==> src/rtl/bcd_clock_pkg.sv <==
// Shared BCD limits, time payload types and digit arithmetic helpers for the RTC.
package bcd_clock_pkg;

  localparam logic [7:0] BCD_MAX_MS  = 8'h59;
  localparam logic [7:0] BCD_MAX_H24 = 8'h23;
  localparam logic [7:0] BCD_H12     = 8'h12;

  typedef struct packed {
    logic [7:0] hh;
    logic [7:0] mm;
    logic [7:0] ss;
  } bcd_time_t;

  typedef struct packed {
    logic [7:0] hh;
    logic [7:0] mm;
  } bcd_hm_t;

  function automatic logic bcd_digits_ok(input logic [7:0] v);
    return (v[7:4] <= 4'd9) && (v[3:0] <= 4'd9);
  endfunction

  // Increment a two-digit BCD value, wrapping to 00 after max.
  function automatic logic [7:0] bcd_inc_mod(input logic [7:0] v, input logic [7:0] max);
    if (v == max) return 8'h00;
    if (v[3:0] == 4'd9) return {v[7:4] + 4'd1, 4'd0};
    return {v[7:4], v[3:0] + 4'd1};
  endfunction

  function automatic logic [7:0] h24_to_h12(input logic [7:0] h);
    if (h == 8'h00) return BCD_H12;
    if (h <= BCD_H12) return h;
    if (h[3:0] >= 4'd2) return {h[7:4] - 4'd1, h[3:0] - 4'd2};
    return {h[7:4] - 4'd2, h[3:0] + 4'd8};
  endfunction

  function automatic logic [7:0] h12_to_h24(input logic [7:0] h, input logic pm);
    if (h == BCD_H12) return pm ? BCD_H12 : 8'h00;
    if (!pm) return h;
    if (h[3:0] <= 4'd7) return {h[7:4] + 4'd1, h[3:0] + 4'd2};
    return {h[7:4] + 4'd2, h[3:0] - 4'd8};
  endfunction

  function automatic logic hour_ok(input logic [7:0] h, input logic m24);
    if (!bcd_digits_ok(h)) return 1'b0;
    if (m24) return h <= BCD_MAX_H24;
    return (h != 8'h00) && (h <= BCD_H12);
  endfunction

  function automatic logic min_sec_ok(input logic [7:0] v);
    return bcd_digits_ok(v) && (v <= BCD_MAX_MS);
  endfunction

  function automatic logic [7:0] entry_to_h24(input logic [7:0] h, input logic pm,
                                              input logic m24);
    return m24 ? h : h12_to_h24(h, pm);
  endfunction

endpackage

==> src/rtl/bcd_clock_rtc_if.sv <==
// Control, preset and display bundle between the RTC and its host/display logic.
interface bcd_clock_rtc_if;
  logic       ena;
  logic       mode24;
  logic       load;
  logic [7:0] ld_hh;
  logic [7:0] ld_mm;
  logic [7:0] ld_ss;
  logic       ld_pm;
  logic       alarm_set;
  logic [7:0] al_hh;
  logic [7:0] al_mm;
  logic       al_pm;
  logic       alarm_en;
  logic [7:0] hh;
  logic [7:0] mm;
  logic [7:0] ss;
  logic       pm;
  logic       tick;
  logic       alarm;
  logic       ld_err;

  modport master (
    output ena, mode24, load, ld_hh, ld_mm, ld_ss, ld_pm,
           alarm_set, al_hh, al_mm, al_pm, alarm_en,
    input  hh, mm, ss, pm, tick, alarm, ld_err
  );

  modport slave (
    input  ena, mode24, load, ld_hh, ld_mm, ld_ss, ld_pm,
           alarm_set, al_hh, al_mm, al_pm, alarm_en,
    output hh, mm, ss, pm, tick, alarm, ld_err
  );
endinterface

==> src/rtl/bcd_clock_rtc_tick_gen.sv <==
// 1 Hz prescaler: counts enabled cycles and flags the wrap edge that advances time.
module tick_gen #(
  parameter int unsigned TICK_DIV = 100_000_000
) (
  input  logic clk,
  input  logic reset,
  input  logic ena,
  input  logic clr,
  output logic adv
);
  localparam int unsigned DIV_W = (TICK_DIV > 1) ? $clog2(TICK_DIV) : 1;
  localparam logic [DIV_W-1:0] LAST = DIV_W'(TICK_DIV - 1);

  logic [DIV_W-1:0] cnt_q, cnt_d;

  assign adv = ena && (cnt_q == LAST);

  always_comb begin
    cnt_d = cnt_q;
    if (clr)      cnt_d = '0;
    else if (adv) cnt_d = '0;
    else if (ena) cnt_d = cnt_q + DIV_W'(1);
  end

  always_ff @(posedge clk) begin
    if (reset) cnt_q <= '0;
    else       cnt_q <= cnt_d;
  end
endmodule

==> src/rtl/bcd_clock_rtc.sv <==
// BCD real-time clock: 24h internal time, 12/24h display, validated preset and hh:mm alarm.
module bcd_clock_rtc
  import bcd_clock_pkg::*;
#(
  parameter int unsigned TICK_DIV = 100_000_000
) (
  input  logic           clk,
  input  logic           reset,
  bcd_clock_rtc_if.slave bus
);
  logic      adv;
  logic      ld_ok, al_ok;
  bcd_time_t time_q, time_d, ld_time, inc_time;
  bcd_hm_t   al_q, al_d, al_in;
  logic      tick_q, tick_d, alarm_q, alarm_d, ld_err_q, ld_err_d;

  tick_gen #(.TICK_DIV(TICK_DIV)) u_tick_gen (
    .clk   (clk),
    .reset (reset),
    .ena   (bus.ena),
    .clr   (ld_ok),
    .adv   (adv)
  );

  // Validate presets and normalise them to 24-hour BCD.
  always_comb begin
    ld_ok = bus.load && hour_ok(bus.ld_hh, bus.mode24) &&
            min_sec_ok(bus.ld_mm) && min_sec_ok(bus.ld_ss);
    al_ok = bus.alarm_set && hour_ok(bus.al_hh, bus.mode24) && min_sec_ok(bus.al_mm);
    ld_time = '{hh: entry_to_h24(bus.ld_hh, bus.ld_pm, bus.mode24),
                mm: bus.ld_mm, ss: bus.ld_ss};
    al_in   = '{hh: entry_to_h24(bus.al_hh, bus.al_pm, bus.mode24), mm: bus.al_mm};
  end

  always_comb begin
    inc_time.ss = bcd_inc_mod(time_q.ss, BCD_MAX_MS);
    inc_time.mm = (time_q.ss == BCD_MAX_MS) ? bcd_inc_mod(time_q.mm, BCD_MAX_MS)
                                            : time_q.mm;
    inc_time.hh = ((time_q.ss == BCD_MAX_MS) && (time_q.mm == BCD_MAX_MS))
                  ? bcd_inc_mod(time_q.hh, BCD_MAX_H24) : time_q.hh;
  end

  // A valid load wins over a coincident advance; alarm only fires on counted seconds.
  always_comb begin
    time_d   = time_q;
    al_d     = al_q;
    tick_d   = 1'b0;
    alarm_d  = 1'b0;
    ld_err_d = (bus.load && !ld_ok) || (bus.alarm_set && !al_ok);
    if (ld_ok) begin
      time_d = ld_time;
    end else if (adv) begin
      time_d  = inc_time;
      tick_d  = 1'b1;
      alarm_d = bus.alarm_en && (inc_time == {al_q.hh, al_q.mm, 8'h00});
    end
    if (al_ok) al_d = al_in;
  end

  always_ff @(posedge clk) begin
    if (reset) begin
      time_q   <= '0;
      al_q     <= '0;
      tick_q   <= 1'b0;
      alarm_q  <= 1'b0;
      ld_err_q <= 1'b0;
    end else begin
      time_q   <= time_d;
      al_q     <= al_d;
      tick_q   <= tick_d;
      alarm_q  <= alarm_d;
      ld_err_q <= ld_err_d;
    end
  end

  assign bus.hh     = bus.mode24 ? time_q.hh : h24_to_h12(time_q.hh);
  assign bus.mm     = time_q.mm;
  assign bus.ss     = time_q.ss;
  assign bus.pm     = (time_q.hh >= BCD_H12);
  assign bus.tick   = tick_q;
  assign bus.alarm  = alarm_q;
  assign bus.ld_err = ld_err_q;
endmodule

==> src/flat_wrapper.sv <==
// flat-port wrapper written by rule: the top's interface ports become plain ports
module bcd_clock_rtc_flat import bcd_clock_pkg::*;
#(
  parameter int unsigned TICK_DIV = 100_000_000
)
  (clk, reset, bus_ena, bus_mode24, bus_load, bus_ld_hh, bus_ld_mm, bus_ld_ss, bus_ld_pm, bus_alarm_set, bus_al_hh, bus_al_mm, bus_al_pm, bus_alarm_en, bus_hh, bus_mm, bus_ss, bus_pm, bus_tick, bus_alarm, bus_ld_err);
  bcd_clock_rtc_if bus_i ();
  input  logic clk;
  input  logic reset;
  input wire logic [$bits(bus_i.ena)-1:0] bus_ena;
  input wire logic [$bits(bus_i.mode24)-1:0] bus_mode24;
  input wire logic [$bits(bus_i.load)-1:0] bus_load;
  input wire logic [$bits(bus_i.ld_hh)-1:0] bus_ld_hh;
  input wire logic [$bits(bus_i.ld_mm)-1:0] bus_ld_mm;
  input wire logic [$bits(bus_i.ld_ss)-1:0] bus_ld_ss;
  input wire logic [$bits(bus_i.ld_pm)-1:0] bus_ld_pm;
  input wire logic [$bits(bus_i.alarm_set)-1:0] bus_alarm_set;
  input wire logic [$bits(bus_i.al_hh)-1:0] bus_al_hh;
  input wire logic [$bits(bus_i.al_mm)-1:0] bus_al_mm;
  input wire logic [$bits(bus_i.al_pm)-1:0] bus_al_pm;
  input wire logic [$bits(bus_i.alarm_en)-1:0] bus_alarm_en;
  output wire logic [$bits(bus_i.hh)-1:0] bus_hh;
  output wire logic [$bits(bus_i.mm)-1:0] bus_mm;
  output wire logic [$bits(bus_i.ss)-1:0] bus_ss;
  output wire logic [$bits(bus_i.pm)-1:0] bus_pm;
  output wire logic [$bits(bus_i.tick)-1:0] bus_tick;
  output wire logic [$bits(bus_i.alarm)-1:0] bus_alarm;
  output wire logic [$bits(bus_i.ld_err)-1:0] bus_ld_err;
  assign bus_i.ena = bus_ena;
  assign bus_i.mode24 = bus_mode24;
  assign bus_i.load = bus_load;
  assign bus_i.ld_hh = bus_ld_hh;
  assign bus_i.ld_mm = bus_ld_mm;
  assign bus_i.ld_ss = bus_ld_ss;
  assign bus_i.ld_pm = bus_ld_pm;
  assign bus_i.alarm_set = bus_alarm_set;
  assign bus_i.al_hh = bus_al_hh;
  assign bus_i.al_mm = bus_al_mm;
  assign bus_i.al_pm = bus_al_pm;
  assign bus_i.alarm_en = bus_alarm_en;
  assign bus_hh = bus_i.hh;
  assign bus_mm = bus_i.mm;
  assign bus_ss = bus_i.ss;
  assign bus_pm = bus_i.pm;
  assign bus_tick = bus_i.tick;
  assign bus_alarm = bus_i.alarm;
  assign bus_ld_err = bus_i.ld_err;
  bcd_clock_rtc #(.TICK_DIV(TICK_DIV)) u_core (.clk(clk), .reset(reset), .bus(bus_i));
endmodule
==> config.mk <==
export PLATFORM = sky130hd
export DESIGN_NAME = bcd_clock_rtc_flat
export DESIGN_NICKNAME = d
export VERILOG_FILES = /design/src/rtl/bcd_clock_pkg.sv /design/src/rtl/bcd_clock_rtc_if.sv /design/src/rtl/bcd_clock_rtc_tick_gen.sv /design/src/rtl/bcd_clock_rtc.sv /design/src/flat_wrapper.sv
export SDC_FILE = /design/constraint.sdc
export NUM_CORES = 1
export LEC_CHECK = 0
export BUFFER_PORTS_ARGS = -buffer_cell sky130_fd_sc_hd__clkbuf_2
export CAP_MARGIN = 20
export CELL_PAD_IN_SITES_DETAIL_PLACEMENT = 0
export CELL_PAD_IN_SITES_GLOBAL_PLACEMENT = 1
export CORE_UTILIZATION = 40
export DETAILED_ROUTE_END_ITERATION = 7
export PLACE_DENSITY_LB_ADDON = 0.3
export SKIP_CTS_REPAIR_TIMING = 1
export SLEW_MARGIN = 10
export SYNTH_ARGS = -nofsm -noshare
export SYNTH_HDL_FRONTEND = slang
export SYNTH_HIERARCHICAL = 1
export SYNTH_SLANG_ARGS = --single-unit
==> constraint.sdc <==
create_clock -name clk -period 3.66 [get_ports clk]
set_input_delay 0.915 -clock clk [delete_from_list [all_inputs] [get_ports clk]]
set_output_delay 0.915 -clock clk [all_outputs]
set_load 0.01 [all_outputs]
# --- Word-level counts from Yosys, hierarchy flattened ---
# Index checks and enable logic that the tools add are counted.
# Widths: inputs -> output; s select.
totals:
  regBits: 70
op_classes:
  addsub: 19
  n_lt_le_gt_ge: 22
  n_eq_ne: 10
  n_mux: 78
  bitwise_logic: 1
  reduce_logical: 30
ops:
  columns: ["operator", "count"]
  rows:
  - ["$mux 8", 35]
  - ["$mux 24", 2]
  - ["$le 4x4->1 const B", 10]
  - ["$mux 1", 39]
  - ["$add 4x1->4 const B", 8]
  - ["$add 27x1->27 const B", 1]
  - ["$eq 27x27->1 const B", 1]
  - ["$eq 24x24->1", 1]
  - ["$le 8x5->1 const B", 3]
  - ["$le 8x7->1 const B", 3]
  - ["$logic_and 1x1->1", 20]
  - ["$add 4x2->4 const B", 4]
  - ["$eq 8x5->1 const B", 2]
  - ["$eq 8x7->1 const B", 2]
  - ["$le 8x6->1 const B", 2]
  - ["$reduce_bool 8->1", 2]
  - ["$eq 4x4->1 const B", 3]
  - ["$mux 5", 2]
  - ["$eq 8x6->1 const B", 1]
  - ["$ge 8x5->1 const B", 1]
  - ["$le 4x3->1 const B", 2]
  - ["$logic_not 8->1", 1]
  - ["$sub 4x2->4 const B", 2]
  - ["$sub 4x4->4 const B", 2]
  - ["9 further kinds", 11]

# --- Longest topological paths before layout ---
depth:
  ltp_word: 12
  depth_mapped: 12

# --- Cells and area by module ---
# The synthesis kept the hierarchy.
by_module_without_submodules:
  columns: ["mod", "instances", "cells_per_inst", "area_each_um2", "seq_area_each_um2"]
  rows:
  - ["bcd_clock_rtc", 1, 552, 4197.8, 860.8]
  - ["tick_gen", 1, 151, 1283.7, 540.5]

# --- Least setup slack after synthesis ---
# Ideal clock, no wire load.
synth_timing:
  path_type: "register -> output"
  start: "reg u_core/time_q[21] (netlist name)"
  end: "out bus_hh[5]"
  arrival_time_ps: 2095
  required_time_ps: 2745
  path_slack_ps: 650
  path_stages_with_launch: 8
  path_buffers: 0
  path_cell_list: "dfxtp_1 inv_1 ha_1 nor2b_1 a32o_1 a21oi_1 a21oi_1 a311oi_1"
synth_via:
  elab_chain_len: 7
  elab_cells_between_ends: 13
  classes_between: "add/sub (2); order compare (1); mux (9); reduce/logical (1)"
synth_rtl:
  columns: ["element", "line", "rtl"]
  rows:
  - ["start: declaration", "bcd_clock_rtc.sv:13", "bcd_time_t time_q, time_d, ld_time, inc_time;"]
  - ["start signal: assignment", "bcd_clock_rtc.sv:68", "time_q <= time_d;"]
  - ["$le 8x5->1", "bcd_clock_pkg.sv:32", "if (h <= BCD_H12) return h;"]
  - ["$mux 8", "bcd_clock_pkg.sv:32", null]
  - ["$mux 8", "bcd_clock_pkg.sv:33", "if (h[3:0] >= 4'd2) return {h[7:4] - 4'd1, h[3:0] - 4'd2};"]
  - ["$mux 8", "bcd_clock_pkg.sv:34", "return {h[7:4] - 4'd2, h[3:0] + 4'd8};"]
  - ["$mux 8", "bcd_clock_pkg.sv:33", null]
  - ["$mux 8", "bcd_clock_pkg.sv:32", null]
  - ["$mux 8 *", "bcd_clock_rtc.sv:76", "assign bus.hh = bus.mode24 ? time_q.hh : h24_to_h12(time_q.hh);"]
  - ["end: declaration", "flat_wrapper.sv:22", "output wire logic [$bits(bus_i.hh)-1:0] bus_hh;"]
# Mark *: on every way between the ends. The rest lies on a longest branch, timed or not. The select of a mux whose other input is x is not followed.

# --- Worst setup path after layout ---
layout_timing:
  start: "reg u_core/time_q[21] (netlist name)"
  end: "out bus_hh[7]"
layout_via:
  elab_chain_len: 7
  elab_cells_between_ends: 13
  classes_between: "add/sub (2); order compare (1); mux (9); reduce/logical (1)"
layout_rtl:
  columns: ["element", "line"]
  rows:
  - ["$le 8x5->1", "bcd_clock_pkg.sv:32"]
  - ["$mux 8", "bcd_clock_pkg.sv:32"]
  - ["$mux 8", "bcd_clock_pkg.sv:33"]
  - ["$mux 8", "bcd_clock_pkg.sv:34"]
  - ["$mux 8", "bcd_clock_pkg.sv:33"]
  - ["$mux 8 *", "bcd_clock_pkg.sv:32"]
  - ["$mux 8 *", "bcd_clock_rtc.sv:76"]
# Marked as above.

==> out/qor.yml <==
outcome:
  status: "completed"
final_layout:
  post-route-util_pct: 46.6
  diodes: 0
  most-common-layout-cells: "89 x nor2_1, 76 x clkbuf_2, 70 x dfxtp_1"
  final_common_cell: "nor2_1"
  fin_nets: 832
  area_growth_pct: 12.9
  drive_gt1_share_pct: 17.3
yosys:
  syn_nets: 784
  syn_area_per_cell_um2: 7.80
  synth-edff-count: 0
  async_flop_share_pct: 0
  synth.cell_area_mm2: 0.00548
  yosys_warnings: 6
  synth-seq-cells: 70
  synthCells: 703
  ys_seq_area_share_pct: 25.6
  synth-main-ff-cell: "dfxtp_1"
  synthDistinctLibCells: 70
sta:
  fin_worst_hold_slack_ps: 485
  setup_viol: 0
  min_period_ps: 3320
  tns_ps: 0
  fin_crit_sh_pct: 90.7
  worst_slack_ps: 341
  grt_setup_unrepaired: "no"
  fmax_mhz: 301
  clock_skew_ps: 4.51
  hold_viol: 0
  maxSlewHeadroom_pct: 52.0
  tightest_slew_ps: 718
  drv_slew: 0
global_route:
  grt_pass1_vias: 5118
  grt_max_degree: 31
  grt.total_usage_pct: 21.5
  grt_pass1_wl_mm: 24.5
  antenna_found_initial: 0
  grt_overflow_total: 0
critical_path:
  crit_path_cell_trace: "inv_1 -> ha_1 -> nor2b_1 -> a32o_1 -> a21oi_2 -> nand3_1 -> xor2_1 -> nor2_1 -> clkbuf_2"
  cp_slowest_cell: "dfxtp_1"
  arrival_ps: 2400
  required_ps: 2740
  cp_max_fo: 10
  start_kind: "flip-flop"
  slowest_delay_ps: 460
  end_kind: "output port"
  crit_type: "flip-flop to output port"
routing:
  drt_iter0_drc: 323
  wire_per_inst_um: 16.0
  first_pass_iters: 4
  final_antenna_net_count: 0
  vias: 5281
  drc: 0
  drt-total-wl_mm: 14.9
  vias_per_cell: 5.67
power_and_ir_drop:
  p_per_area_mw_per_mm2: 280
  vdd_drop_max_mv: 0.364
  p_leak_nw: 2.36
  power.total_mw: 1.73
clock_network:
  cts_tree: "yes"
  worstSkewPairLatency_ps: 340
  clock-root-buffer: "clkbuf_16"
  cts_buffer_depth: 2
  htreeDepth: 3
  clock_sink_count: 70
  cts_buffers: 9
  clk_pin_slew_ps: 60
min_path:
  hp-class: "flip-flop to flip-flop"
die:
  design.portCount: 77
  row_count: 42
  core_area_mm2: 0.0133
  fp.dieH_um: 119
  start_util_pct: 41.2
  die_area_mm2: 0.0142
  fp.dieW_um: 119
placed_design:
  hpwl_mm: 11.3
  place_ws_ps: 498
  place_congestion: 0.845
  port_buffers: 76
flow_run:
  max_cap_viol_count: 0
==> power by group <==
part / switching (mW) / total, mW / internal, mW / leakage (nW)
sequential: 0.00456 / 0.771 / 0.767 / 0.564
clock: 0.334 / 0.811 / 0.477 / 0.132
combinational: 0.0936 / 0.152 / 0.0587 / 1.67
total: 0.433 / 1.73 / 1.30 / 2.36
==> kinds of logic after synthesis <==
family,count (synthesis),share of synthesized area (%)
XOR/XNOR,39,6.23
multiplexers,24,4.38
AO/OA/AOI/OAI,158,19.2
adder cells (fa/ha/maj),32,7.30
AND/OR/NAND/NOR,295,29.8
buffers and inverters,85,7.51
flip-flops,70,25.6
==> final timing paths <==
kind	from	to	slack [ps]	cells after the start
worst max-delay path	u_core/time_q[21]$_SDFFE_PP0P_	bus_hh[7]	340	9
worst min-delay path	u_core/u_tick_gen/cnt_q[16]$_SDFFE_PP0P_	u_core/u_tick_gen/cnt_q[16]$_SDFFE_PP0P_	490	1
worst max register to register	u_core/u_tick_gen/cnt_q[8]$_SDFFE_PP0P_	u_core/bus.mm[7]$_SDFFE_PP0P_	920	8
worst min register to register	u_core/u_tick_gen/cnt_q[16]$_SDFFE_PP0P_	u_core/u_tick_gen/cnt_q[16]$_SDFFE_PP0P_	490	1
==> Yosys cell counts (6+ instances only) <==
cell type / count / area share [%]
buf_4: 16 / 2.2
nor3b_1: 8 / 1.1
a211oi_1: 16 / 2.2
nand4_1: 21 / 2.4
a21oi_1: 33 / 3.0
inv_1: 29 / 2.0
buf_2: 14 / 1.3
nor2_1: 89 / 6.1
nand2_1: 39 / 2.7
xnor2_1: 21 / 3.4
a31oi_1: 8 / 0.91
clkbuf_1: 21 / 1.4
nor3_1: 29 / 2.6
nor4_1: 15 / 1.7
nand3_1: 23 / 2.1
o21ai_0: 40 / 3.7
ha_1: 32 / 7.3
a311oi_1: 6 / 0.96
nand2b_1: 14 / 1.6
dfxtp_1: 70 / 26
xor2_1: 18 / 2.9
mux2i_1: 24 / 4.4
==> routing by layer <==
metal | global-route usage, % | share of wire, % | vias up
met5 | 0 | 0 | -
met4 | 6.25 | 1.8 | 0
met3 | 4.69 | 4.0 | 21
met2 | 39.0 | 50 | 119
met1 | 25.1 | 44 | 2493
li1 | - | - | 2648
==> worst max-delay path: cells and delay by family (launching register included) <==
kind                       cells  cell delay [ps]
xor gates and xnor gates       1              160
adders and majority gates      1              200
AOI/OAI and AO/OA              2              620
DFF                            1              460
and+or+nand+nor                3              390
buffers and inverters          2              230
==> stage by stage <==
| stage | cell area (um^2) | cells |
|---|---|---|
| after floorplan | 5480 | 703 |
| after global placement | 5910 | 916 |
| after detailed placement | 5910 | 916 |
| after CTS | 6190 | 932 |
| after global routing | 6190 | 932 |
| final | 6190 | 932 |
==> cell type report <==
class                   count  area, um^2
inverters                  29         109
clock buffers              11         243
multi-input cells         548        3680
well taps                 176         220
clock inverters             5        33.8
fillers                  1331        7100
flip-flops and latches     70        1400
repair buffers             93         508
==> flip-flops by register name, indices dropped and copies added, names as in the netlist <==
name,cells
u_core/bus.ss,8
u_core/bus.mm,8
u_core/u_tick_gen/cnt_q,27
u_core/time_q,8
u_core/bus.ld_err,1
u_core/bus.tick,1
u_core/al_q,16
u_core/bus.alarm,1
Power figures use the tool's default switching activity.
